File: config.mk
export PLATFORM = sky130hd
export DESIGN_NAME = mem_bus_arbiter
export DESIGN_NICKNAME = d
export VERILOG_FILES = /design/src/rtl/arb_pkg.sv /design/src/rtl/rr_pick.sv /design/src/rtl/mem_bus_arbiter.sv
export SDC_FILE = /design/constraint.sdc
export NUM_CORES = 1
export LEC_CHECK = 0
export ABC_AREA = 1
export CELL_PAD_IN_SITES_DETAIL_PLACEMENT = 1
export CELL_PAD_IN_SITES_GLOBAL_PLACEMENT = 1
export CORE_ASPECT_RATIO = 0.5
export CORE_UTILIZATION = 47
export CTS_CLUSTER_DIAMETER = 120
export DETAILED_ROUTE_END_ITERATION = 16
export DONT_BUFFER_PORTS = 1
export PLACE_DENSITY = 0.83
export SYNTH_ARGS = -nofsm -noshare
export SYNTH_HDL_FRONTEND = slang
export SYNTH_HIERARCHICAL = 1
export SYNTH_SLANG_ARGS = --single-unit
File: constraint.sdc
create_clock -name clk -period 2.2 [get_ports clk]
set_input_delay 0.22 -clock clk [delete_from_list [all_inputs] [get_ports clk]]
set_output_delay 0.22 -clock clk [all_outputs]
set_load 0.005 [all_outputs]
File: src/rtl/arb_pkg.sv
// Shared types and default sizing for the memory-bus arbiter
// and its round-robin picker.
package arb_pkg;

  localparam int NUM_CORES_DEF = 2;
  localparam int ADDR_W_DEF    = 32;
  localparam int DATA_W_DEF    = 32;

  typedef enum logic [1:0] {
    IDLE  = 2'd0,
    ISSUE = 2'd1,
    WAIT  = 2'd2,
    DONE  = 2'd3
  } arb_state_t;

endpackage

File: src/rtl/rr_pick.sv
// Combinational round-robin picker: the first requester after `last`,
// wrapping modulo NUM_CORES, wins. Also used by the snoop-bus arbiter.
module rr_pick import arb_pkg::*; #(
  parameter int NUM_CORES = NUM_CORES_DEF,
  parameter int IDX_W     = $clog2(NUM_CORES)
) (
  input  logic [NUM_CORES-1:0] req,
  input  logic [IDX_W-1:0]     last,
  output logic [IDX_W-1:0]     win,
  output logic                 any
);

  localparam int unsigned NC = NUM_CORES;

  function automatic logic [IDX_W-1:0] wrap_idx(input logic [IDX_W-1:0] base,
                                                input int unsigned      step);
    int unsigned sum;
    sum = 32'(base) + step;
    return IDX_W'((sum >= NC) ? (sum - NC) : sum);
  endfunction

  // Scan from the farthest offset to the nearest so the closest requester wins
  always_comb begin
    win = '0;
    for (int i = NUM_CORES; i >= 1; i--) begin
      win = req[wrap_idx(last, i)] ? wrap_idx(last, i) : win;
    end
  end

  assign any = |req;

endmodule

File: src/rtl/mem_bus_arbiter.sv
// Shares one main-memory port between per-core cache controllers: round-robin
// grant, one outstanding transaction, write-invalidate snoop on every write.
module mem_bus_arbiter import arb_pkg::*; #(
  parameter int NUM_CORES = NUM_CORES_DEF,
  parameter int ADDR_W    = ADDR_W_DEF,
  parameter int DATA_W    = DATA_W_DEF,
  parameter int IDX_W     = $clog2(NUM_CORES)
) (
  input  logic                             clk,
  input  logic                             reset,
  input  logic [NUM_CORES-1:0]             req,
  input  logic [NUM_CORES-1:0]             we,
  input  logic [NUM_CORES-1:0][ADDR_W-1:0] addr,
  input  logic [NUM_CORES-1:0][DATA_W-1:0] wdata,
  output logic [NUM_CORES-1:0]             gnt,
  output logic [NUM_CORES-1:0]             done,
  output logic [DATA_W-1:0]                rdata,
  output logic                             mem_req,
  output logic                             mem_we,
  output logic [ADDR_W-1:0]                mem_addr,
  output logic [DATA_W-1:0]                mem_wdata,
  input  logic                             mem_ready,
  input  logic [DATA_W-1:0]                mem_rdata,
  output logic                             snoop_valid,
  output logic [ADDR_W-1:0]                snoop_addr,
  output logic [IDX_W-1:0]                 snoop_src
);

  localparam logic [NUM_CORES-1:0] ONE_LSB = {{(NUM_CORES-1){1'b0}}, 1'b1};

  arb_state_t             r_state;
  logic [IDX_W-1:0]       r_owner;
  logic [IDX_W-1:0]       r_last;
  logic [NUM_CORES-1:0]   r_gnt;
  logic [NUM_CORES-1:0]   r_done;
  logic [DATA_W-1:0]      r_rdata;
  logic                   r_mem_req;
  logic                   r_mem_we;
  logic [ADDR_W-1:0]      r_mem_addr;
  logic [DATA_W-1:0]      r_mem_wdata;
  logic                   r_snoop_valid;
  logic [ADDR_W-1:0]      r_snoop_addr;
  logic [IDX_W-1:0]       r_snoop_src;

  logic [IDX_W-1:0]       w_win;
  logic                   w_any;

  rr_pick #(
    .NUM_CORES (NUM_CORES),
    .IDX_W     (IDX_W)
  ) u_pick (
    .req  (req),
    .last (r_last),
    .win  (w_win),
    .any  (w_any)
  );

  // Transaction sequencer; every output is a register set here
  always_ff @(posedge clk or negedge reset) begin
    if (!reset) begin
      r_state       <= IDLE;
      r_owner       <= '0;
      r_last        <= IDX_W'(NUM_CORES - 1);
      r_gnt         <= '0;
      r_done        <= '0;
      r_rdata       <= '0;
      r_mem_req     <= 1'b0;
      r_mem_we      <= 1'b0;
      r_mem_addr    <= '0;
      r_mem_wdata   <= '0;
      r_snoop_valid <= 1'b0;
      r_snoop_addr  <= '0;
      r_snoop_src   <= '0;
    end else begin
      r_mem_req     <= 1'b0;
      r_snoop_valid <= 1'b0;
      r_done        <= '0;
      case (r_state)
        IDLE: begin
          if (w_any) begin
            r_owner       <= w_win;
            r_gnt         <= ONE_LSB << w_win;
            r_mem_req     <= 1'b1;
            r_mem_we      <= we[w_win];
            r_mem_addr    <= addr[w_win];
            r_mem_wdata   <= wdata[w_win];
            r_snoop_valid <= we[w_win];
            r_snoop_addr  <= we[w_win] ? addr[w_win] : r_snoop_addr;
            r_snoop_src   <= we[w_win] ? w_win : r_snoop_src;
            r_state       <= ISSUE;
          end else begin
            r_state <= IDLE;
          end
        end
        // Memory may not answer in the issue cycle, so ready is not looked at
        ISSUE: begin
          r_state <= WAIT;
        end
        WAIT: begin
          if (mem_ready) begin
            r_rdata <= mem_rdata;
            r_done  <= ONE_LSB << r_owner;
            r_state <= DONE;
          end else begin
            r_state <= WAIT;
          end
        end
        DONE: begin
          r_gnt   <= '0;
          r_last  <= r_owner;
          r_state <= IDLE;
        end
        default: begin
          r_gnt   <= '0;
          r_state <= IDLE;
        end
      endcase
    end
  end

  assign gnt         = r_gnt;
  assign done        = r_done;
  assign rdata       = r_rdata;
  assign mem_req     = r_mem_req;
  assign mem_we      = r_mem_we;
  assign mem_addr    = r_mem_addr;
  assign mem_wdata   = r_mem_wdata;
  assign snoop_valid = r_snoop_valid;
  assign snoop_addr  = r_snoop_addr;
  assign snoop_src   = r_snoop_src;

endmodule

* Yosys cells after proc, flatten, opt, wreduce, memory -nomap -nowiden *
Index checks and enable logic that the tools add are counted.

storage, ports and cells
  bits in registers = 140
  bits of input ports = 167
  output and inout bits = 136
  logic and storage cells = 60

cells by class
  add/subtract/negate cells = 4
  magnitude comparators = 5
  equal/unequal tests = 4
  shift operators = 2
  muxes and demuxes = 25
  reduce and logical (&&, ||, !) cells = 7

operators by type and width
  cell                                                                          number
  32-bit two-way mux                                                            4
  1-bit two-way mux                                                             16
  2-bit one-hot mux with 4 select lines                                         1
  1-bit by 2-bit less-than comparator with 1-bit output, second input constant  3
  2-bit two-way mux                                                             3
  2-bit AND reduction                                                           3
  2-bit == test, second input constant                                          2
  2-bit one-hot mux with 2 select lines                                         1
  1-bit by 1-bit left shift with 2-bit output, first input constant             2
  1-bit by 2-bit adder with 3-bit output, second input constant                 1
  3-bit by 2-bit >= comparator with 1-bit output, second input constant         1
  3-bit AND reduction                                                           1
  1-bit by 1-bit adder with 2-bit output, second input constant                 1
  2-bit by 1-bit == test with 1-bit output, second input constant               1
  2-bit >= comparator, second input constant                                    1
  2-bit logical NOT                                                             1
  2-bit by 1-bit != test with 1-bit output, second input constant               1
  2-bit nonzero test                                                            1
  2-bit OR reduction                                                            1
  1-bit subtractor, second input constant                                       2

* Logic depth before layout (Yosys ltp) *
Gate-level depths: netlist of the first run.

  word-level depth = 11
  depth in mapped cells = 10
  gate-level depth less buffers = 8

* By module *
The synthesis of the first run kept the hierarchy.

modules (own cells, without submodules)
  module           instances  cells each  area each (um^2)  seq. area each (um^2)
  mem_bus_arbiter  1          738         6077.1            3504.6
  rr_pick          1          3           15.0              0.0

* Worst setup path before layout of the first run *
Ideal clock, no wire load.

  path kind = reg2reg
  start point = register r_state[0]
  end point = register r_mem_addr[12] (netlist: mem_addr[12])
  library setup time = 116 ps
  arrival = 1200 ps
  required time = 2084 ps
  setup slack = 884 ps
  cell stages (with the launch flop) = 9
  period minus slack after synthesis = 1316 ps
  cells stage by stage = dfrtp_1 inv_1 ha_1 nand2_2 inv_4 buf_6 buf_4 nand2_1 nand2_1

between the ends
  longest elaborated chain between the ends = 2

ends and longest elaborated chain
  element                               line                   text
  from (decl)                           mem_bus_arbiter.sv:31  arb_state_t r_state;
  from (signal assigned)                mem_bus_arbiter.sv:61  r_state <= IDLE;
  from (signal assigned)                mem_bus_arbiter.sv:90  r_state <= ISSUE;
  from (signal assigned)                mem_bus_arbiter.sv:92  r_state <= IDLE;
  2-bit logical NOT                     mem_bus_arbiter.sv:78  case (r_state)
  2-bit AND reduction (no source line)  -
  to (signal assigned)                  mem_bus_arbiter.sv:85  r_mem_addr <= addr[w_win];
  to (decl)                             mem_bus_arbiter.sv:39  logic [ADDR_W-1:0] r_mem_addr;

Every way passes these cells.
A chain may end at the register's enable or synchronous reset.

* Worst setup path in the final report of the first run *
  start point = register r_state[0]
  end point = register r_mem_wdata[16] (netlist: mem_wdata[16])

between the ends
  longest elaborated chain between the ends = 2

ends and longest elaborated chain
  element                               line                   text
  2-bit logical NOT                     mem_bus_arbiter.sv:78
  2-bit AND reduction (no source line)  -
  to (signal assigned)                  mem_bus_arbiter.sv:86  r_mem_wdata <= wdata[w_win];
  to (decl)                             mem_bus_arbiter.sv:40  logic [DATA_W-1:0] r_mem_wdata;

Every way passes these cells.

==> results of run 1 <==
==> per-layer routing <==
metal / track usage (%) / part of all wire [%] / wire (µm) / vias up
met1: 39.1 / 37 / 8880 / 2918
met2: 59.8 / 50 / 11800 / 325
met4: 20.4 / 4.6 / 1100 / 0
met3: 12.0 / 8.7 / 2090 / 90
li1: - / - / - / 2497
met5: 0 / 0 / 0 / -
==> how the worst max path moves through the flow <==
| stage | end | slack (ns) | start |
|---|---|---|---|
| after floorplan | mem_addr[12]$_DFFE_PN0P_ | 0.88 | r_state[0]$_DFF_PN0_ |
| after global placement | snoop_addr[4]$_DFFE_PN0P_ | 0.48 | r_last$_DFFE_PN1N_ |
| after detailed placement | snoop_addr[12]$_DFFE_PN0P_ | 0.39 | r_last$_DFFE_PN1N_ |
| after CTS | mem_wdata[22]$_DFFE_PN0P_ | 0.10 | r_state[0]$_DFF_PN0_ |
| after global routing | mem_wdata[16]$_DFFE_PN0P_ | 0.01 | r_state[0]$_DFF_PN0_ |
| final | mem_wdata[16]$_DFFE_PN0P_ | 0.09 | r_state[0]$_DFF_PN0_ |
==> logic make-up (layout without fill, tap and decap cells) <==
logic type	after synthesis	after routing	share of synthesized area, %
AND/OR/NAND/NOR	467	467	30.5
flip-flops	140	140	57.5
AO/OA/AOI/OAI	71	71	5.83
buffers and inverters	59	152	5.32
adder cells (fa/ha/maj)	4	4	0.822
other	0	3	0
==> repair_timing <==
item                       in CTS  in global routing
setup endpoints to repair       0                  2
hold endpoints to repair      204                140
buffers inserted                0                  1
gates resized for setup         0                  7
==> power groups by stage <==
stage	sequential, mW	clock [mW]	combinational (mW)
4_1_cts	4.92	3.00	3.09
3_3_place_gp	4.91	0	2.60
6_report	5.03	3.03	3.55
5_1_grt	5.13	3.16	3.94
3_5_place_dp	4.94	0	2.81
2_1_floorplan	4.52	0	2.23
==> placed cells by master (no fill, tap or decap) <==
cell / Yosys / layout
o21ai_0: 5 / 5
ha_1: 4 / 4
dfstp_2: 1 / 1
nand3_1: 66 / 66
inv_8: 0 / 1
clkbuf_16: 0 / 19
nand2_2: 2 / 1
clkinv_2: 0 / 1
nand2_1: 360 / 360
buf_4: 10 / 5
bufinv_16: 0 / 2
clkinv_4: 0 / 5
clkbuf_8: 0 / 2
or2_1: 1 / 1
dlygate4sd3_1: 0 / 98
buf_12: 0 / 4
a21oi_1: 66 / 64
nand2_4: 2 / 3
diode_2: 0 / 3
buf_16: 0 / 1
dfrtp_1: 139 / 139
a21oi_2: 0 / 1
inv_6: 0 / 4
inv_1: 8 / 8
nor2_1: 36 / 35
inv_4: 2 / 1
a21oi_4: 0 / 1
nor2_2: 0 / 1
clkinv_8: 0 / 1
==> state kept, by name, summed over array words and instances, names as in the netlist <==
register,cells
mem_addr,32
mem_wdata,32
rdata,32
snoop_addr,32
done,2
gnt,2
r_state,2
mem_req,1
mem_we,1
r_last,1
r_owner,1
snoop_src,1
snoop_valid,1
==> area by class of cell <==
class,count,area (µm²),area share [%]
flip-flops and latches,140,3500,44.7
inverters,10,52.6,0.670
well taps,165,206,2.63
multi-input cells,542,2290,29.2
diodes,3,7.51,0.0957
clock buffers,19,453,5.78
repair buffers,110,1180,15.0
clock inverters,13,155,1.98
==> through the flow <==
stage | hold WS (ns) | cells | setup WS (ns)
2_1_floorplan | -0.0756 | 741 | 0.884
3_3_place_gp | -0.0721 | 866 | 0.485
3_5_place_dp | -0.0721 | 866 | 0.394
4_1_cts | -0.508 | 996 | 0.103
5_1_grt | -0.518 | 1000 | 0.0104
6_report | -0.501 | 1002 | 0.0895
==> worst register-to-register path, cell delays in order (launching register included) <==
cell and delay (ns):
dfrtp_1 0.40, inv_1 0.08, ha_1 0.27, nand2_4 0.15, clkinv_8 0.12, buf_16 0.20
nor2_2 0.15, a21oi_1 0.08, dlygate4sd3_1 0.56
==> qor.txt, run 1 <==
Max Slew Vio Count - 0
Comb pwr share - 30.6%
GPL Wtd Cong - 0.803
Quantity of I/O buffers inserted on ports - 0
Critical path class - reg -> reg
Via count - 5830
Clock Path Buffers - 2
Crit. path cell count - 8
Die X - 163 µm
Violated checks - hold timing
Part of the cycle the worst path needs - 95.9%
Seq pwr share - 43.3%
Switching part of the total - 41.1%
Sequential fraction of the synthesis area - 57.5%
DIE AREA - 13400 µm²
Clock power frac - 26.1%
Detailed-route wire length per cell - 23.9 µm
Final hold violations - 140
CORE AREA - 12200 µm²
Post-route minimum period - 2.11 ns
Synth async-reset ratio - 100%
Critical R2R Capture - mem_wdata[16]$_DFFE_PN0P_
R2R setup slack - 0.09 ns
Final instance area - 7840 µm²
First-pass GRT wire length - 34700 µm
Crit path cell chain - inv_1 -> ha_1 -> nand2_4 -> clkinv_8 -> buf_16 -> nor2_2 -> a21oi_1 -> dlygate4sd3_1
Power Density - 1480 nW/µm²
Hold Buf Count CTS - 98
Critical Path AT - 2.42 ns
Mapped Area - 6090 µm²
Share of the synthesized area in the top cell type - 57.1%
Yosys reg bits - 140
Final nets - 992
CP required - 2.51 ns
Leakage - 3.90 nW
Synth warn - 6
Synth area leaders - dfrtp_1 (57%), nand2_1 (22%), a21oi_1 (5.4%), nand3_1 (5.4%), nor2_1 (2.2%)
H-tree depth - 4
Area Growth Syn to Fin - 28.7%
Slew @ Worst Pin - 0.517 ns
Synth Flop Type - dfrtp_1
Post-synth top area cell - dfrtp_1
Die span in y - 82.5 µm
Critical path's slowest cell - dlygate4sd3_1
Std cell rows - 28
Final setup fails - 0
IO Pins - 303
Most frequent cell after synthesis - nand2_1
Vias in the first global route - 6156
Crit start category - flip-flop
Max VDD drop - 0.705 mV
Max Fclk - 474 MHz
Syn_area_per_cell - 8.22 µm²
CP max stage delay - 0.56 ns
Status - finished with violations
Pint - 6.84 mW
Power Total - 11.6 mW
Vias per cell - 5.82
Clk sinks - 140
Remaining global-route overflow - 0
Drc violations - 0
Clk Latency, worst-skew pair - 0.42 ns
Worst-path fanout max - 27
Origin of the critical flop-to-flop path - r_state[0]$_DFF_PN0_
Pin count of the biggest net entering global routing - 141
Final HPWL DP - 12400 µm
Skew final - 0.0156 ns
Clock-pin slew on the worst setup and hold paths - 0.07 ns
GRT Total Usage - 35.0%
Delay-heaviest family, CP - buffers and inverters
ANT nets after route - 0
Drt first pass iters - 5
Critical path endpoint category - flip-flop
Hold slack - -0.501 ns
Number of synthesized flops with an enable pin - 0
Layout cell share with drive strength beyond 1 - 6.47%
Max-cap violations - 0
Initial antenna violation count - 2
Reg2reg path depth - 8
Netlist cell types - 18
Total negative slack - 0 ns
Initial cell density of the core - 49.8%
Post-Route Utilization - 64.1%
Worst Path Buf+Inv - 4
FILL cells - 1375
Switch Pwr - 4.77 mW
Cells after synthesis - 741
CTS buffer count - 17
Placed Area - 6160 µm²
Initial DRC count - 401
Syn_nets - 912
Synth cell count leaders - nand2_1 (360), dfrtp_1 (139), a21oi_1 (66), nand3_1 (66), nor2_1 (36)
Drt total wl - 23900 µm
Hold/Removal Path Class - in -> async
TritonCTS clock tree - built
Rel. slew slack - 65.4%
RSZ-0062 raised after global routing - no
Root Buffer - clkbuf_16
Note: power is estimated with default switching activity, not from simulation.
==> run 2: changes to the inputs <==
--- a/config.mk
+++ b/config.mk
@@ -9,12 +9,11 @@
 export CELL_PAD_IN_SITES_DETAIL_PLACEMENT = 1
 export CELL_PAD_IN_SITES_GLOBAL_PLACEMENT = 1
 export CORE_ASPECT_RATIO = 0.5
-export CORE_UTILIZATION = 47
+export CORE_UTILIZATION = 49
 export CTS_CLUSTER_DIAMETER = 120
 export DETAILED_ROUTE_END_ITERATION = 16
 export DONT_BUFFER_PORTS = 1
-export PLACE_DENSITY = 0.83
+export PLACE_DENSITY = 0.84
 export SYNTH_ARGS = -nofsm -noshare
 export SYNTH_HDL_FRONTEND = slang
-export SYNTH_HIERARCHICAL = 1
 export SYNTH_SLANG_ARGS = --single-unit
==> qor.txt, run 2 <==
Commonest non-fill, non-tap cell in the layout - nand2_1
Die X - 159 µm (-2.5%)
Most frequent cells in the layout - nand2_1 (167), dfrtp_1 (139), dlygate4sd3_1 (101)
Initial cell density of the core - 50.7% (+0.83 points)
First-pass GRT wire length - 35200 µm (+1.5%)
Sequential fraction of the synthesis area - 58.1% (+0.56 points)
Hold slack - -0.509 ns (-0.00793 ns)
Vias per cell - 6.24 (+7.3%)
Critical path's slowest cell - dlygate4sd3_1
Slew @ Worst Pin - 0.839 ns (+0.322 ns)
Synth Flop Type - dfrtp_1
Critical Path AT - 2.57 ns (+0.15 ns)
Drt first pass iters - 5 (unchanged)
Synth area leaders - dfrtp_1 (58%), nand2_1 (11%), mux2_2 (6.0%), o21ai_0 (4.2%), nand3b_1 (4.0%)
Std cell rows - 28 (unchanged)
Crit path cell chain - inv_1 -> ha_4 -> inv_1 -> nor2_4 -> buf_12 -> nor2_1 -> a31oi_1 -> dlygate4sd3_1
Status - finished with violations
GR Util met2 - 61.4% (+1.5 points)
Clk sinks - 140 (unchanged)
Number of synthesized flops with an enable pin - 0 (unchanged)
Syn_area_per_cell - 9.44 µm² (+15%)
Final nets - 892 (-10%)
Rel. slew slack - 43.9% (-22 points)
Max Fclk - 449 MHz (-5.2%)
Initial DRC count - 547 (+36%)
Clock-pin slew on the worst setup and hold paths - 0.07 ns (about the same)
Synth warn - 0 (-6)
Critical path endpoint category - flip-flop
Grt met1 use - 42.3% (+3.1 points)
Layout cell share with drive strength beyond 1 - 10.7% (+4.3 points)
Final setup fails - 3 (+3)
Mapped Area - 6030 µm² (-0.97%)
Part of the cycle the worst path needs - 101% (+5.3 points)
Top Usage Layer GRT - met2
Leakage - 3.62 nW (-7.2%)
Quantity of I/O buffers inserted on ports - 0 (unchanged)
DIE AREA - 12800 µm² (-4.9%)
Yosys reg bits - 140 (unchanged)
Setup bufs post-CTS - 0 (unchanged)
IO Pins - 303 (unchanged)
Power Density - 1540 nW/µm² (+3.8%)
GPL Wtd Cong - 0.727 (-9.5%)
Clock Path Buffers - 2 (unchanged)
Share of the synthesized area in the top cell type - 57.7% (+0.56 points)
Final hold violations - 140 (unchanged)
Vias in the first global route - 5789 (-6.0%)
CP max stage delay - 0.61 ns (+0.05 ns)
Max Slew Vio Count - 0 (unchanged)
Drc violations - 0 (unchanged)
Most frequent cell after synthesis - nand2_1
Initial antenna violation count - 2 (unchanged)
Final worst setup slack - -0.0271 ns (-0.117 ns)
Cells after synthesis - 639 (-14%)
Post-route minimum period - 2.23 ns (+0.117 ns)
Max VDD drop - 0.614 mV (-13%)
FILL cells - 1257 (-8.6%)
CTS buffer count - 17 (unchanged)
CORE AREA - 11900 µm² (-2.6%)
Remaining global-route overflow - 0 (unchanged)
ANT nets after route - 0 (unchanged)
Root Buffer - clkbuf_16
Critical path class - reg -> reg
CP required - 2.54 ns (+0.03 ns)
Final instance area - 7820 µm² (-0.26%)
Crit start category - flip-flop
Clk Latency, worst-skew pair - 0.42 ns (about the same)
Detailed-route wire length per cell - 29.5 µm (+23%)
Hold Buf Count CTS - 101 (+3.1%)
Worst-path fanout max - 24 (-11%)
Violated checks - hold timing, setup timing
GRT Total Usage - 37.1% (+2.1 points)
Drt total wl - 26600 µm (+11%)
Synth async-reset ratio - 100% (unchanged)
Skew final - 0.0106 ns (-0.00501 ns)
Via count - 5642 (-3.2%)
Syn_nets - 809 (-11%)
Synth cell count leaders - nand2_1 (169), dfrtp_1 (139), o21ai_0 (51), inv_1 (42), nor2_1 (35)
GR Util met3 - 12.5% (+0.51 points)
Max-cap violations - 0 (unchanged)
Die span in y - 80.5 µm (-2.5%)
Post-synth top area cell - dfrtp_1
Area Growth Syn to Fin - 29.6%
TritonCTS clock tree - built
Placed Area - 6130 µm² (-0.43%)
Pin count of the biggest net entering global routing - 141 (unchanged)
Hold/Removal Path Class - in -> async
Final HPWL DP - 11000 µm (-11%)
CP dominant cell by count - inv_1
Netlist cell types - 20 (+2)
H-tree depth - 4 (unchanged)
==> run 2: stage by stage <==
step           util [%]  setup WS (ns)  power, mW  TNS [ns]  instances
2_1_floorplan         -          0.694       6.66         0        639
6_report           65.7        -0.0271       12.0   -0.0466        904
3_5_place_dp       51.5          0.298       7.55         0        767
5_1_grt            65.6        -0.0639       12.4    -0.306        903
3_3_place_gp       51.5          0.414       7.29         0        767
4_1_cts            65.4         0.0615       11.0         0        900
==> run 2: power breakdown <==
part           internal [mW]  switching (mW)  total [mW]
Clock                   1.97            1.26        3.23
Sequential              3.88            1.41        5.29
Combinational           1.39            2.11        3.50
Total                   7.23            4.79        12.0
==> run 2: what timing repair did <==
action                     4_1_cts  5_1_grt
hold endpoints to repair       204      140
setup endpoints to repair        0       12
resized for setup                0        5
==> run 2: logic make-up after synthesis <==
logic type                 count (synthesis)  share of synthesized area (%)
DFF                                      140                           58.1
AOI/OAI and AO/OA                        104                           9.29
buffers and inverters                     87                           6.16
muxes                                     32                           5.97
adders and majority gates                  3                          0.622
and+or+nand+nor                          273                           19.9
==> run 2: worst paths after layout <==
kind	from	to	slack, ns	cells past startpoint
setup / recovery	r_state[1]$_DFF_PN0_	mem_wdata[2]$_DFFE_PN0P_	-0.03	8
hold / removal	reset	mem_wdata[18]$_DFFE_PN0P_	-0.51	0
setup reg to reg	r_state[1]$_DFF_PN0_	mem_wdata[2]$_DFFE_PN0P_	-0.03	8
hold reg to reg	snoop_addr[16]$_DFFE_PN0P_	snoop_addr[16]$_DFFE_PN0P_	0.52	2
max in group asynchronous	reset	r_last$_DFFE_PN1P_	2.40	0
min in group clk	wdata[49]	mem_wdata[17]$_DFFE_PN0P_	0.02	2
==> run 2: metal layers <==
metal	part of all wire (%)	vias up
met2	46	439
li1	-	2267
met1	38	2788
met3	9.1	146
met5	0.056	-
met4	6.7	2
==> run 2: cell type report <==
class	count	area, µm²	share of cell area [%]
repair buffers	109	1110	14.2
inverters	42	158	2.02
well taps	165	206	2.64
multi-input cells	412	2190	28.0
clock inverters	13	190	2.43
clock buffers	19	453	5.79
diodes	4	10.0	0.128
flip-flops and latches	140	3500	44.8
==> run 2: worst max-delay path, delay by kind of cell (launching register included) <==
| kind | cells | cell delay [ns] |
|---|---|---|
| adder cells (fa/ha/maj) | 1 | 0.20 |
| flip-flops | 1 | 0.43 |
| AND/OR/NAND/NOR | 2 | 0.29 |
| buffers and inverters | 4 | 1.07 |
| AO/OA/AOI/OAI | 1 | 0.17 |
==> run 3: changes to the inputs <==
--- a/config.mk
+++ b/config.mk
@@ -6,6 +6,7 @@
 export NUM_CORES = 1
 export LEC_CHECK = 0
 export ABC_AREA = 1
+export ABC_CLOCK_PERIOD_IN_PS = 2200
 export CELL_PAD_IN_SITES_DETAIL_PLACEMENT = 1
 export CELL_PAD_IN_SITES_GLOBAL_PLACEMENT = 1
 export CORE_ASPECT_RATIO = 0.5
@@ -13,7 +14,7 @@
 export CTS_CLUSTER_DIAMETER = 120
 export DETAILED_ROUTE_END_ITERATION = 16
 export DONT_BUFFER_PORTS = 1
-export PLACE_DENSITY = 0.84
+export PLACE_DENSITY = 0.94
 export SYNTH_ARGS = -nofsm -noshare
 export SYNTH_HDL_FRONTEND = slang
 export SYNTH_SLANG_ARGS = --single-unit
==> qor.txt, run 3 (same netlist as run 2, synthesis figures left out) <==
Via count - 5648 (+0.11%)
Violated checks - hold timing, setup timing
Critical Path AT - 2.71 ns (+0.14 ns)
Switching part of the total - 39.0% (-0.79 points)
Drc violations - 0 (unchanged)
Clock Path Buffers - 2 (unchanged)
First-pass GRT wire length - 34200 µm (-3.1%)
Power Total - 12.2 mW (+1.3%)
Critical path class - reg -> reg
Initial cell density of the core - 50.7% (unchanged)
Clock-pin slew on the worst setup and hold paths - 0.07 ns (about the same)
Hold Buf Count CTS - 89 (-12%)
Final HPWL DP - 11500 µm (+4.4%)
Max Fclk - 419 MHz (-6.6%)
CP required - 2.52 ns (-0.02 ns)
Hold slack - -0.517 ns (-0.00846 ns)
Pint - 7.43 mW (+2.7%)
Layout cell share with drive strength beyond 1 - 11.9% (+1.2 points)
Clk Latency, worst-skew pair - 0.43 ns (about the same)
Drt first pass iters - 5 (unchanged)
Final setup fails - 13 (+10)
Seq pwr share - 42.9% (-1.1 points)
Power Density - 1560 nW/µm² (+1.6%)
Clk sinks - 140 (unchanged)
Detailed-route wire length per cell - 29.0 µm (-1.6%)
H-tree depth - 4 (unchanged)
Max Slew Vio Count - 0 (unchanged)
Post-route minimum period - 2.38 ns (+0.158 ns)
DIE AREA - 12800 µm² (unchanged)
Uppermost layer routed - met4
IO Pins - 303 (unchanged)
Vias in the first global route - 5703 (-1.5%)
Final hold violations - 141 (+0.71%)
Final worst setup slack - -0.185 ns (-0.158 ns)
Critical path endpoint category - flip-flop
Skew final - 0.0127 ns (+0.00210 ns)
DR WL met2 - 12500 µm (+1.7%)
Std cell rows - 28 (unchanged)
Comb pwr share - 31.7% (+2.6 points)
Die span in y - 80.5 µm (unchanged)
Initial antenna violation count - 3 (+1)
Commonest non-fill, non-tap cell in the layout - nand2_1
CORE AREA - 11900 µm² (unchanged)
Most frequent cells in the layout - nand2_1 (167), dfrtp_1 (139), dlygate4sd3_1 (88)
Met3 WL - 2500 µm (+3.0%)
Rel. slew slack - 39.9% (-4.0 points)
Root Buffer - clkbuf_16
Crit start category - flip-flop
Final nets - 886 (-0.67%)
Drt total wl - 26100 µm (-2.1%)
Remaining global-route overflow - 0 (unchanged)
Part of the cycle the worst path needs - 108% (+7.2 points)
Clock power frac - 25.4% (-1.5 points)
Max VDD drop - 0.703 mV (+15%)
Die X - 159 µm (unchanged)
Worst-path fanout max - 45 (+88%)
Quantity of I/O buffers inserted on ports - 0 (unchanged)
Slew @ Worst Pin - 0.899 ns (+0.0596 ns)
Total negative slack - -0.872 ns (-0.825 ns)
ANT nets after route - 0 (unchanged)
Pre-CTS setup slack - 0.354 ns (+0.0562 ns)
Vias per cell - 6.28 (+0.66%)
Area Growth Syn to Fin - 29.3%
Switch Pwr - 4.76 mW (-0.68%)
Status - finished with violations
Initial DRC count - 537 (-1.8%)
Routed length on met1 - 9080 µm (-10%)
CTS buffer count - 17 (unchanged)
Leakage - 3.64 nW (+0.64%)
FILL cells - 1269 (+0.95%)
Pin count of the biggest net entering global routing - 141 (unchanged)
Hold/Removal Path Class - in -> async
GRT Total Usage - 36.0% (-1.1 points)
Max-cap violations - 0 (unchanged)
TritonCTS clock tree - built
Reg2reg path depth - 6 (-2)
GPL Wtd Cong - 0.756 (+4.0%)
[run 3: cell types whose count changed in the layout (fill, tap and decap cells not counted), sizes merged]
cell	delta
dlygate4sd3	-13
clkbuf	+7
clkinv	+3
clkinvlp	-3
buf	+2
bufinv	-1
diode	+1
inv	-1
[run 3: metrics by stage]
step,cell area (µm²),instances,util (%)
6_report,7800,899,65.5
5_1_grt,7790,896,65.4
4_1_cts,7640,888,64.2
3_5_place_dp,6130,767,51.5
3_3_place_gp,6130,767,51.5
2_1_floorplan,6030,639,-
[run 3: final timing paths]
kind	slack, ns	end	startpoint
max in group asynchronous	2.45	r_last$_DFFE_PN1P_	reset
max reg2reg	-0.18	mem_wdata[10]$_DFFE_PN0P_	r_last$_DFFE_PN1P_
max	-0.18	mem_wdata[10]$_DFFE_PN0P_	r_last$_DFFE_PN1P_
min reg2reg	0.52	mem_addr[21]$_DFFE_PN0P_	mem_addr[21]$_DFFE_PN0P_
min in group clk	0	mem_wdata[15]$_DFFE_PN0P_	wdata[47]
min	-0.52	mem_wdata[13]$_DFFE_PN0P_	reset
[run 3: what timing repair did]
action,CTS,global route
hold endpoints to repair,204,140
setup endpoints to repair,0,20
buffers inserted,0,3
gates resized for setup,0,5
[run 3: power by group through the flow]
| stage | Combinational, mW | Clock [mW] | Sequential, mW |
|---|---|---|---|
| after floorplan | 2.03 | 0 | 4.63 |
| after global placement | 2.29 | 0 | 4.98 |
| after detailed placement | 2.55 | 0 | 5.06 |
| after CTS | 3.03 | 3.02 | 5.05 |
| after global routing | 4.14 | 3.19 | 5.28 |
| final | 3.86 | 3.09 | 5.23 |
[run 3: per-layer routing]
metal  vias to the layer above  global-route usage, %
met5                         -                      0
met4                         0                   22.3
met3                       180                   10.8
met2                       429                   63.2
met1                      2778                   39.2
li1                       2261                      -
[run 3: final cells by class]
class	instances	area (µm²)	share of cell area [%]
flip-flops and latches	140	3500	44.9
multi-input cells	412	2190	28.1
repair buffers	103	1110	14.2
clock buffers	21	480	6.16
well taps	165	206	2.65
inverters	42	158	2.02
clock inverters	11	140	1.80
diodes	5	12.5	0.160
[run 3: critical path, cell delays in order, from the launching register on]
cell           delay, ns
dfstp_2             0.61
nand2_2             0.15
nand2_2             0.13
clkbuf_8            0.34
nand2_1             0.16
a31oi_1             0.17
dlygate4sd3_1       0.69
